==> config.mk <==
export PLATFORM = sky130hd
export DESIGN_NAME = memo_decoder
export DESIGN_NICKNAME = d
export VERILOG_FILES = /design/src/rtl/memo_decoder.sv
export SDC_FILE = /design/constraint.sdc
export NUM_CORES = 1
export LEC_CHECK = 0
export ABC_AREA = 1
export CORE_MARGIN = 3
export CORE_UTILIZATION = 30
export CTS_CLUSTER_DIAMETER = 50
export CTS_CLUSTER_SIZE = 14
export DETAILED_ROUTE_END_ITERATION = 8
export PLACE_DENSITY_LB_ADDON = 0.15
export RECOVER_POWER = 100
export REMOVE_ABC_BUFFERS = 1
export SYNTH_ARGS = -nofsm -noshare
export SYNTH_HDL_FRONTEND = slang
export SYNTH_SLANG_ARGS = --single-unit
==> constraint.sdc <==
create_clock -name clk -period 2.7 [get_ports clk]
set_input_delay 0.54 -clock clk [delete_from_list [all_inputs] [get_ports clk]]
set_output_delay 0.54 -clock clk [all_outputs]
set_load 0.05 [all_outputs]
==> src/rtl/memo_decoder.sv <==
// Receive side of the memo packer: rebuilds the source bus from its redundant
// copies, flags copies that disagree, and queues results toward a valid/ready consumer.
module memo_decoder #(
    parameter int DEPTH     = 4,
    parameter int ERR_CNT_W = 8
) (
    input  logic                       clk,
    input  logic                       rst,
    input  logic                       in_valid,
    output logic                       in_ready,
    input  logic [5:0]                 in_struct,
    input  logic [1:0][3:0]            in_matrix,
    input  logic signed [2:0]          in_unpacked0,
    input  logic signed [2:0]          in_unpacked1,
    output logic                       out_valid,
    input  logic                       out_ready,
    output logic [7:0]                 out_bus,
    output logic [7:0]                 out_lo_sext,
    output logic                       out_err,
    output logic [ERR_CNT_W-1:0]       err_count,
    output logic                       err_sticky,
    output logic [$clog2(DEPTH):0]     count
);

    localparam int AW = $clog2(DEPTH);
    localparam logic [AW:0] FULL = (AW+1)'(DEPTH);

    typedef struct packed {
        logic [3:0]        parts_hi;
        logic signed [1:0] parts_lo;
    } memo_struct_t;

    typedef struct packed {
        logic [7:0] bus;
        logic [7:0] lo_sext;
        logic       err;
    } entry_t;

    memo_struct_t rec;
    entry_t       new_entry;
    entry_t       head;
    entry_t       mem [DEPTH];
    logic [AW-1:0] wr_ptr;
    logic [AW-1:0] rd_ptr;
    logic          push;
    logic          pop;
    logic          rec_err;

    assign rec = memo_struct_t'(in_struct);

    assign rec_err = (in_matrix[0] != rec.parts_hi)
                   | (in_matrix[1][1:0] != rec.parts_lo)
                   | (in_unpacked0 != rec.parts_hi[2:0])
                   | (in_unpacked1[1:0] != rec.parts_lo)
                   | (in_unpacked1[2] != rec.parts_hi[0]);

    always_comb begin
        new_entry.bus     = {in_matrix[1][3:2], rec.parts_lo, rec.parts_hi};
        new_entry.lo_sext = {{6{rec.parts_lo[1]}}, rec.parts_lo};
        new_entry.err     = rec_err;
    end

    // Readiness depends only on occupancy so a full FIFO never accepts on a same-cycle pop.
    assign in_ready  = (count != FULL);
    assign out_valid = (count != '0);
    assign push      = in_valid && in_ready;
    assign pop       = out_valid && out_ready;

    always_ff @(posedge clk) begin
        if (push) begin
            mem[wr_ptr] <= new_entry;
        end
    end

    always_ff @(posedge clk) begin
        if (rst) begin
            wr_ptr     <= '0;
            rd_ptr     <= '0;
            count      <= '0;
            err_count  <= '0;
            err_sticky <= 1'b0;
        end else begin
            if (push) begin
                wr_ptr <= wr_ptr + 1'b1;
            end
            if (pop) begin
                rd_ptr <= rd_ptr + 1'b1;
            end
            count <= count + {{AW{1'b0}}, push} - {{AW{1'b0}}, pop};
            if (push && rec_err) begin
                err_sticky <= 1'b1;
                if (err_count != '1) begin
                    err_count <= err_count + 1'b1;
                end
            end
        end
    end

    // Unwritten slots hold junk, so the head is masked whenever the FIFO is empty.
    assign head        = mem[rd_ptr];
    assign out_bus     = out_valid ? head.bus     : 8'h00;
    assign out_lo_sext = out_valid ? head.lo_sext : 8'h00;
    assign out_err     = out_valid ? head.err     : 1'b0;

endmodule

# Word-level counts from Yosys, hierarchy flattened
# Memory sizes are Yosys's and may differ from the RTL's. A register that Yosys moved wholly into a read port is not among the register bits.
# Cells that the tools add are included.
[classes]
reduce_logical = 5
addsub = 5
mux = 7
bitwise_logic = 4
eq_ne = 7
[ops]
columns = ["operator", "n"]
rows = [
  ["2-to-1 mux 8 bit", 2],
  ["adder 8 x 1 -> 8 bit (second input constant)", 1],
  ["inequality test 8 bit (second input constant)", 1],
  ["adder 2 x 1 -> 2 bit (second input constant)", 2],
  ["2-to-1 mux 2 bit", 2],
  ["inequality test 2 bit", 2],
  ["inequality test 4 bit", 1],
  ["OR 1 bit", 4],
  ["adder 3 x 1 -> 3 bit", 1],
  ["logical AND 1 bit", 3],
  ["2-to-1 mux 1 bit", 3],
  ["inequality test 3 bit", 1],
  ["inequality test 3 bit (second input constant)", 1],
  ["nonzero test 3 bit", 1],
  ["subtractor 3 x 1 -> 3 bit", 1],
  ["AND reduction 2 bit", 1],
  ["inequality test 1 bit", 1],
]
[word_totals]
in_bits = 24
ff_bits = 16
output_inout_bits = 31
mem_bits_rw = 68
n_memories = 1
[mem_list]
columns = ["name", "depth", "word_bits", "rd", "rd_clocked_by_memory_dff", "wr", "line_no", "source"]
rows = [
  ["mem", 4, 17, 1, 1, 1, "42", "entry_t mem [DEPTH];"],
]

# Longest topological paths before layout
[logic_depth]
word_depth = 7
ltp_mapped = 10

# Worst setup path after synthesis
# OpenSTA, ideal clock, no wires.
[synth_timing]
kind = "reg-to-output"
from = "register count[1]"
to = "output out_lo_sext[1]"
required_time_ps = 2160
arrival_time_ps = 2432
path_stages_with_launch = 5
setup_slack_ps = -272
path_buffers = 2
path_cell_list = "dfxtp_1 -> nor3_1 -> clkbuf_1 -> a21oi_1 -> buf_4"
[synth_via]
elab_chain_len = 2
[synth_rtl]
columns = ["element", "line_no", "source"]
rows = [
  ["from (decl)", "22", "output logic [$clog2(DEPTH):0] count"],
  ["from (signal assigned)", "89", "count <= count + {{AW{1'b0}}, push} - {{AW{1'b0}}, pop};"],
  ["nonzero test 3 bit", "65", "assign out_valid = (count != '0);"],
  ["2-to-1 mux 8 bit", "102", "assign out_lo_sext = out_valid ? head.lo_sext : 8'h00;"],
  ["to (decl)", "18", "output logic [7:0] out_lo_sext,"],
]
# No other way between the ends.

==> results.yml <==
global_routing:
  initial_antenna_violation_count: 0
  use_met1_pct: 14.98
  grtUsageTotal_pct: 12.19
  first_global_vias: 1957
  grt_pass1_wl_um: 9563
  maximum_number_of_pins_on_one_net_before_global_route_repair: 20
  use_met3_pct: 3.266
  globalRouteOverflowTotal: 0
  global_route.usage.met2_pct: 20.88
  global_route.peak_usage_layer: "met2"
outcome:
  status: "finished, final reports clean"
finish:
  post_route_cells_drive_above_1_share_pct: 11.30
  post-route-util_pct: 39.08
  n_fill_cell: 870
  areaGrowthSynthToFinish_pct: 23.61
  fin_nets: 385
  antennaDiodeCount: 0
sta:
  setup-violations-final: 0
  tightestPinTransition_ns: 0.6323
  timing.fmax_mhz: 416.5
  slew_headroom_pct: 57.85
  grt_setup_unrepaired: "no"
  totalNegativeSetupSlack_ns: 0
  finClkSkew_ns: 0.007838
  ratio_of_final_minimum_period_to_clock_period_pct: 88.92
  post-route-min-period_ns: 2.401
  final_critical_path_setup_slack_ns: 0.2991
  finalHoldViolations: 0
  final-max-slew-violation-count: 0
yosys:
  average_cell_area_after_synthesis_um2: 8.863
  yosysSeqAreaShare_pct: 54.39
  synthTopCellsByCount: "53 x nor2_1, 41 x inv_1, 41 x nand2_1"
  ys_seq_elements: 54
  ys_warn_count: 0
  synth-main-ff-cell: "edfxtp_1"
  synth.most_common_cell: "nor2_1"
  syn_area_um2: 2650
  synthDominantAreaCellType: "edfxtp_1"
  yosysUniqueCellTypes: 26
  synth_top_area_share_pct: 40.79
  asyncSetResetFlopFracSynth_pct: 0
  synth_top_cells_by_area: "edfxtp_1 41%, dfxtp_1 14%, nor2_1 7.5%"
  synth_enable_flop_cells: 36
  synthCells: 299
routing:
  drc_errors: 0
  routed_via_density: 4.322
  wire_per_inst_um: 12.49
  totalWireLength_um: 5732
  drt_pass1_iterations: 4
  detailroute.via_count: 1984
  drt_iter0_markers: 78
  detail_route_antenna_nets: 0
clock_network:
  clkLatencyLatePin_ns: 0.31
  cts_tree: "built"
  cts-buffers-inserted: 5
  cts.sinks: 54
  cts.path.max_buffers: 2
  clock_tree.htree_level_count: 2
  cts.reportedPaths.clkPinSlew_ns: 0.10
  post_cts_hold_buffer_count: 0
  root_buffer_cell: "clkbuf_8"
  post_cts.resized_instances: 0
  post-cts-setup-buffer-count: 0
worst_setup_path:
  path_max_fanout: 9
  worst_case_reg_to_reg_path_depth: 9
  regToRegSetupSlack_ns: 0.66
  worst_r2r_startpoint: "count[1]"
  critPathLaunchType: "flop"
  timing.critical_path.to_type: "primary output"
  worst_ep_arrival_time_ns: 1.86
  required_ns: 2.16
  rr_endpoint: "count[2]"
  worst-setup-path-type: "reg -> out"
hold_path:
  hold_path.startpoint: "rd_ptr[1]"
  worstHoldPathType: "reg -> reg"
  worst_hold_path.num_cells: 2
floorplan:
  floorplan.core_area_um2: 8382
  die_h_um: 99.99
  die_w_um: 99.99
  die_area_um2: 9997
  std_cell_rows: 33
  io-pin-count: 55
  initial_core_util_pct: 31.62
power_and_ir_drop:
  power_mw: 3.232
  power-per-cell-area_nw_per_um2: 986.8
  p_leak_nw: 1.366
  ir_drop_mv: 0.3328
placed_design:
  finalWeightedCongestion: 0.7596
  portBuffers: 54
  detailed_place_hpwl_um: 3916
  detailedPlace.worstSlack_ns: 0.3199
flow_run:
  timing.max_cap.violations: 0
==> cell usage in the layout (no fill, tap or decap) <==
master	synthesis	routed
nand2_2	1	1
buf_4	8	6
nor2_2	9	8
nand3_1	12	12
inv_1	41	41
nand2_1	41	42
nor3_1	3	3
clkdlybuf4s50_1	0	13
clkinv_1	5	5
clkbuf_1	2	8
dfxtp_1	18	18
xnor2_1	4	4
clkbuf_2	0	13
bufinv_16	0	1
nor2_1	53	54
nand4_1	8	8
fa_1	1	1
edfxtp_1	36	36
inv_6	0	2
o21bai_1	2	2
nand3_2	2	2
ha_1	7	7
clkbuf_8	0	5
inv_2	1	1
a21oi_1	15	15
dlygate4sd3_1	0	23
o21ai_0	22	22
clkinv_2	1	1
==> routing by layer <==
layer / up-vias / part of all wire (%)
li1: 1058 / -
met1: 876 / 43
met2: 41 / 51
met3: 9 / 5.0
met4: 0 / 1.6
met5: - / 0
==> state kept, by name, summed over array words and instances, names as in the netlist, named ones only <==
| name | count |
|---|---|
| rd_ptr | 2 |
| err_sticky | 1 |
| mem | 36 |
| wr_ptr | 2 |
| count | 3 |
| err_count | 8 |
==> worst max-delay path by stage <==
stage / endpoint / slack (ns) / startpoint / cells past startpoint
6_report: out_bus[6] / 0.30 / flop / 5
5_1_grt: out_lo_sext[1] / 0.12 / flop / 6
4_1_cts: out_lo_sext[3] / 0.39 / flop / 6
3_5_place_dp: err_count[1] / 0.32 / in_struct[1] / 9
3_3_place_gp: count[2] / 0.36 / in_valid / 8
2_1_floorplan: out_bus[5] / -4.54 / count[1] / 2
==> power breakdown <==
part / internal [mW] / switching, mW / total, mW
clock network: 0.283 / 0.279 / 0.562
logic: 0.392 / 1.24 / 1.63
registers: 0.986 / 0.0551 / 1.04
==> cell families (layout without fill, tap and decap cells) <==
logic type               count (synthesis)  count (layout)  share of synthesized area, %
AO/OA/AOI/OAI                           39              39                         7.554
XOR/XNOR                                 4               4                         1.322
adder cells (fa/ha/maj)                  8               8                         4.060
buffers and inverters                   64             119                         11.10
flip-flops                              54              54                         54.39
AND/OR/NAND/NOR                        130             130                         21.58
==> worst max-delay path: stages (launching register included) <==
cell and delay, ns:
dfxtp_1 0.35, clkinv_1 0.29, nor2_1 0.19, o21ai_0 0.09, a21oi_1 0.15, clkbuf_1 0.48
==> final cells by class <==
| class | instances | area, um2 | area share (%) |
|---|---|---|---|
| Clock inverter | 3 | 47.55 | 1.451 |
| Sequential cell | 54 | 1441 | 44.00 |
| Tap cell | 105 | 131.4 | 4.011 |
| Timing Repair Buffer | 63 | 500.5 | 15.28 |
| Inverter | 48 | 181.4 | 5.539 |
| Clock buffer | 5 | 68.82 | 2.101 |
| Multi-Input combinational cell | 181 | 904.6 | 27.62 |
==> metrics by stage <==
| step | hold WS, ns | std cells | area, um2 |
|---|---|---|---|
| 2_1_floorplan | 0.4364 | 283 | 2537 |
| 3_3_place_gp | 0.4560 | 451 | 3232 |
| 3_5_place_dp | 0.4611 | 451 | 3232 |
| 4_1_cts | 0.4781 | 459 | 3348 |
| 5_1_grt | 0.5194 | 459 | 3276 |
| 6_report | 0.4751 | 459 | 3276 |
No activity file was read; power rests on OpenSTA's default activity.
